==> src/rtl/gray_seq_ctrl_if.sv <==
// rtl/gray_seq_ctrl_if.sv - control/status bundle for the Gray-code sequencer
interface gray_seq_ctrl_if #(
  parameter int DIV_W = 16
);
  logic             start;
  logic             stop;
  logic             step;
  logic             clr;
  logic             dir;
  logic [DIV_W-1:0] div;
  logic [2:0]       led;
  logic             tick;
  logic             wrap;
  logic             busy;

  modport master (
    output start, stop, step, clr, dir, div,
    input  led, tick, wrap, busy
  );

  modport slave (
    input  start, stop, step, clr, dir, div,
    output led, tick, wrap, busy
  );
endinterface

==> src/rtl/gray_seq_ctrl.sv <==
// rtl/gray_seq_ctrl.sv - 3-bit Gray-code sequencer with prescaled run and single-step modes
// Optional feature macro GRAY_SEQ_CTRL_DIR_EN enables down counting via dir.
module gray_seq_ctrl #(
  parameter int DIV_W = 16
) (
  input logic            clk,
  input logic            rst_n,
  gray_seq_ctrl_if.slave bus
);

  typedef enum logic [1:0] {
    IDLE = 2'd0,
    RUN  = 2'd1,
    STEP = 2'd2
  } state_t;

  state_t           state, state_d;
  logic [2:0]       bin, bin_d;
  logic [2:0]       led_q;
  logic [DIV_W-1:0] cnt, cnt_d;
  logic [DIV_W-1:0] div_q, div_q_d;
  logic             tick_q, tick_d;
  logic             wrap_q, wrap_d;
  logic             adv;
  logic             down;

`ifdef GRAY_SEQ_CTRL_DIR_EN
  assign down = bus.dir;
`else
  logic unused_dir;
  assign unused_dir = bus.dir;
  assign down       = 1'b0;
`endif

  always_ff @(posedge clk or negedge rst_n) begin
    if (!rst_n) begin
      state  <= IDLE;
      bin    <= 3'd0;
      led_q  <= 3'b000;
      cnt    <= '0;
      div_q  <= '0;
      tick_q <= 1'b0;
      wrap_q <= 1'b0;
    end else begin
      state  <= state_d;
      bin    <= bin_d;
      led_q  <= bin_d ^ (bin_d >> 1);
      cnt    <= cnt_d;
      div_q  <= div_q_d;
      tick_q <= tick_d;
      wrap_q <= wrap_d;
    end
  end

  // clr dominates everything; it never moves the FSM except that STEP always
  // collapses back to IDLE after its single cycle.
  always_comb begin
    state_d = state;
    bin_d   = bin;
    cnt_d   = cnt;
    div_q_d = div_q;
    tick_d  = 1'b0;
    wrap_d  = 1'b0;
    adv     = 1'b0;

    if (bus.clr) begin
      bin_d = 3'd0;
      cnt_d = '0;
      if (state == STEP) begin
        state_d = IDLE;
      end
    end else begin
      case (state)
        IDLE: begin
          if (!bus.stop) begin
            if (bus.start) begin
              state_d = RUN;
              div_q_d = bus.div;
              cnt_d   = '0;
            end else if (bus.step) begin
              state_d = STEP;
            end
          end
        end
        RUN: begin
          if (bus.stop) begin
            state_d = IDLE;
            cnt_d   = '0;
          end else if (cnt == div_q) begin
            adv   = 1'b1;
            cnt_d = '0;
          end else begin
            cnt_d = cnt + DIV_W'(1);
          end
        end
        STEP: begin
          adv     = 1'b1;
          state_d = IDLE;
        end
        default: begin
          state_d = IDLE;
        end
      endcase
    end

    // Wrap is the binary rollover, which is the 100<->000 Gray transition.
    if (adv) begin
      tick_d = 1'b1;
      if (down) begin
        bin_d  = bin - 3'd1;
        wrap_d = (bin == 3'd0);
      end else begin
        bin_d  = bin + 3'd1;
        wrap_d = (bin == 3'd7);
      end
    end
  end

  assign bus.led  = led_q;
  assign bus.tick = tick_q;
  assign bus.wrap = wrap_q;
  assign bus.busy = (state == RUN);

endmodule

==> src/flat_wrapper.sv <==
// flat-port wrapper written by rule: the top's interface ports become plain ports
module gray_seq_ctrl_flat 
#(
  parameter int DIV_W = 16
)
  (clk, rst_n, bus_start, bus_stop, bus_step, bus_clr, bus_dir, bus_div, bus_led, bus_tick, bus_wrap, bus_busy);
  gray_seq_ctrl_if #(.DIV_W(DIV_W)) bus_i ();
  input logic clk;
  input logic rst_n;
  input wire logic [$bits(bus_i.start)-1:0] bus_start;
  input wire logic [$bits(bus_i.stop)-1:0] bus_stop;
  input wire logic [$bits(bus_i.step)-1:0] bus_step;
  input wire logic [$bits(bus_i.clr)-1:0] bus_clr;
  input wire logic [$bits(bus_i.dir)-1:0] bus_dir;
  input wire logic [$bits(bus_i.div)-1:0] bus_div;
  output wire logic [$bits(bus_i.led)-1:0] bus_led;
  output wire logic [$bits(bus_i.tick)-1:0] bus_tick;
  output wire logic [$bits(bus_i.wrap)-1:0] bus_wrap;
  output wire logic [$bits(bus_i.busy)-1:0] bus_busy;
  assign bus_i.start = bus_start;
  assign bus_i.stop = bus_stop;
  assign bus_i.step = bus_step;
  assign bus_i.clr = bus_clr;
  assign bus_i.dir = bus_dir;
  assign bus_i.div = bus_div;
  assign bus_led = bus_i.led;
  assign bus_tick = bus_i.tick;
  assign bus_wrap = bus_i.wrap;
  assign bus_busy = bus_i.busy;
  gray_seq_ctrl #(.DIV_W(DIV_W)) u_core (.clk(clk), .rst_n(rst_n), .bus(bus_i));
endmodule
==> config.mk <==
export PLATFORM = sky130hd
export DESIGN_NAME = gray_seq_ctrl_flat
export DESIGN_NICKNAME = d
export VERILOG_FILES = /design/src/rtl/gray_seq_ctrl_if.sv /design/src/rtl/gray_seq_ctrl.sv /design/src/flat_wrapper.sv
export SDC_FILE = /design/constraint.sdc
export NUM_CORES = 1
export LEC_CHECK = 0
export ABC_AREA = 1
export BUFFER_PORTS_ARGS = -buffer_cell sky130_fd_sc_hd__buf_2
export CAP_MARGIN = 5
export CORE_MARGIN = 2
export CORE_UTILIZATION = 41
export DETAILED_ROUTE_END_ITERATION = 8
export PLACE_DENSITY_LB_ADDON = 0.15
export SLEW_MARGIN = 10
export SYNTH_ARGS = -nofsm -noshare
export SYNTH_HDL_FRONTEND = slang
export SYNTH_SLANG_ARGS = --single-unit
==> constraint.sdc <==
create_clock -name clk -period 2.2 [get_ports clk]
set_input_delay 0.11 -clock clk [delete_from_list [all_inputs] [get_ports clk]]
set_output_delay 0.11 -clock clk [all_outputs]
set_load 0.02 [all_outputs]
==> results.ini <==
[cts]
cts_sinks=41
path_clk_slew_ns=0.08
numCtsBuffers=5
h-tree-depth=2
cts_tree=built
cts_root_buffer=clkbuf_8
clkLatencyLatePin_ns=0.29
clk_path_buf_depth=2
postCtsSetupBuffers=0

[synthesis]
synth_enable_flop_cells=0
synth_seq_cells=41
yosysWarnings=0
netlist_area_um2=2260
syn_area_per_cell_um2=7.23
synth_cell_types=25
synth_flop_cell=dfrtp_1
synth_seq_area_share=0.453
syn_nets=342
synthCells=313
synthTopCellsByArea=dfrtp_1 45%, nand2_1 15%, inv_1 8.1%
synth.most_common_cell=nand2_1
ys_async_sr_fraction=1.00
synthTopCellsByCount=93 x nand2_1, 49 x inv_1, 48 x nor2_1
synth_top_area_frac=0.453
yosys.area.top_type=dfrtp_1

[power_and_ir_drop]
power_uw=2340
power_density_nw_per_um2=895
p_leak_uw=0.00138
vdd_drop_max_v=0.000444

[worst_setup_path]
critPathCaptureType=flop
crit_path_start_kind=flop
path_class=flop to flop
cp_max_fo=9
worst_ep_required_time_ns=2.40
worstPathArrival_ns=2.13

[layout]
drive_gt1_frac=0.137
synthToLayoutAreaGrowth_pct=15.3
multi_input_area_um2=1030
seq_area_um2=1030
diodes=0
nNetsFinal=380
fillers=580

[hold_path]
min_path_type=input pin to flop

[sta]
rsz0062_at_grt=no
fin_crit_ns=1.93
fmax_mhz=519
slew_headroom=0.648
finalSetupViolCount=0
skew_ns=0.00613
fin_crit_sh=0.876
worst_pin_slew_ns=0.527
slew_violations=0
tns_ns=0
hold_viol=0

[detailed_routing]
drc_errors=0
routed_wl_um=4470
vias=1930
drtAntennaViolNets=0
viasPerCell=4.57
dr.pass1.iters=4
drt_iter0_markers=48
wire_per_inst_um=10.6

[placement]
port_buffers=27
dp_hpwl_um=3430
globalplace.congestion=0.791

[grt]
grt_start_max_net_pins=42
first_global_vias=1975
overflow=0
antenna_found_initial=0
grt_usage=0.170
grt_pass1_wl_um=8330

[die]
dieArea_um2=6130
core-area_um2=5410
die_height_um=78.3
boundaryPins=29
initial_core_util=0.419
die_x_um=78.3
row_count=27

[outcome]
status=finished, final reports clean

[flow_run]
cap_violations=0

[where the power goes]
| group | switching, µW | internal [µW] | leakage [µW] |
|---|---|---|---|
| combinational | 554 | 309 | 0.000816 |
| clock | 243 | 209 | 0.0000399 |
| sequential | 96.3 | 924 | 0.000522 |
[sequential cells by signal (all words and copies together), names as in the netlist]
register	flops
u_core.cnt	16
u_core.div_q	16
u_core.bin	3
u_core.bus.led	2
u_core.state	2
u_core.bus.tick	1
u_core.bus.wrap	1
[metal layers]
layer / wire length [µm] / global-route usage / up-vias
li1: - / - / 1035
met1: 2230 / 0.212 / 865
met2: 2040 / 0.298 / 24
met3: 120 / 0.0310 / 6
met4: 68 / 0.0526 / 0
met5: 0 / 0 / -
[worst paths after layout]
kind | slack [ns] | from | cells after the start | endpoint
worst max-delay path | 0.27 | u_core.state[1] | 8 | u_core.cnt[2]
worst max register to register | 0.27 | u_core.state[1] | 8 | u_core.cnt[2]
min in group asynchronous | 0.41 | rst_n | 3 | u_core.cnt[10]
max in group asynchronous | 1.42 | rst_n | 3 | u_core.cnt[0]
worst min-delay path | 0.05 | bus_div[7] | 2 | u_core.div_q[7]
worst min register to register | 0.53 | u_core.div_q[3] | 2 | u_core.div_q[3]
[area by class of cell]
type,count,area share
clock buffers,5,0.0264
well taps,72,0.0345
repair buffers,35,0.0758
inverters,52,0.0748
multi-input cells,216,0.393
flip-flops and latches,41,0.393
clock inverters,1,0.00192
[metrics by stage]
stage,cells,area [µm²],hold slack (ns),setup slack [ns],util
detailed placement,415,2520,0.218,0.273,0.467
global placement,415,2520,0.218,0.307,0.467
floorplan,313,2260,-0.186,0.464,-
CTS,422,2610,0.0500,0.240,0.482
global route,422,2610,0.0558,0.00750,0.483
finish,422,2610,0.0542,0.273,0.483
[cell usage in the layout, fill, tap and decap left out, types with 2 or more instances in the layout]
cell	count
nand2_1	92
inv_1	49
nor2_1	48
dfrtp_1	41
buf_2	27
a21oi_1	20
nand3_1	11
nor3_1	11
o21ai_0	7
buf_4	7
xor2_1	6
ha_1	6
clkbuf_8	5
nand4_1	3
inv_2	2
nand3b_1	2
[logic make-up after synthesis]
kind of cell,share of synthesized area
multiplexers,0.00497
AND/OR/NAND/NOR,0.325
adder cells (fa/ha/maj),0.0332
XOR/XNOR,0.0232
flip-flops,0.453
AO/OA/AOI/OAI,0.0658
buffers and inverters,0.0945
[worst max-delay path, cell delays in order, from the launching register on]
cell and delay (ns):
dfrtp_1 0.39, inv_1 0.10, ha_1 0.19, nand2_1 0.09
nor2_1 0.24, nor3_4 0.12, nand2_1 0.18, clkinv_1 0.27
nor3b_1 0.24
[timing repair]
item	CTS	global route
gates resized for setup	0	1
endpoints found under the setup margin	0	2
hold endpoints to repair	41	0
hold buffers	1	0
No activity file was read; power rests on OpenSTA's default activity.
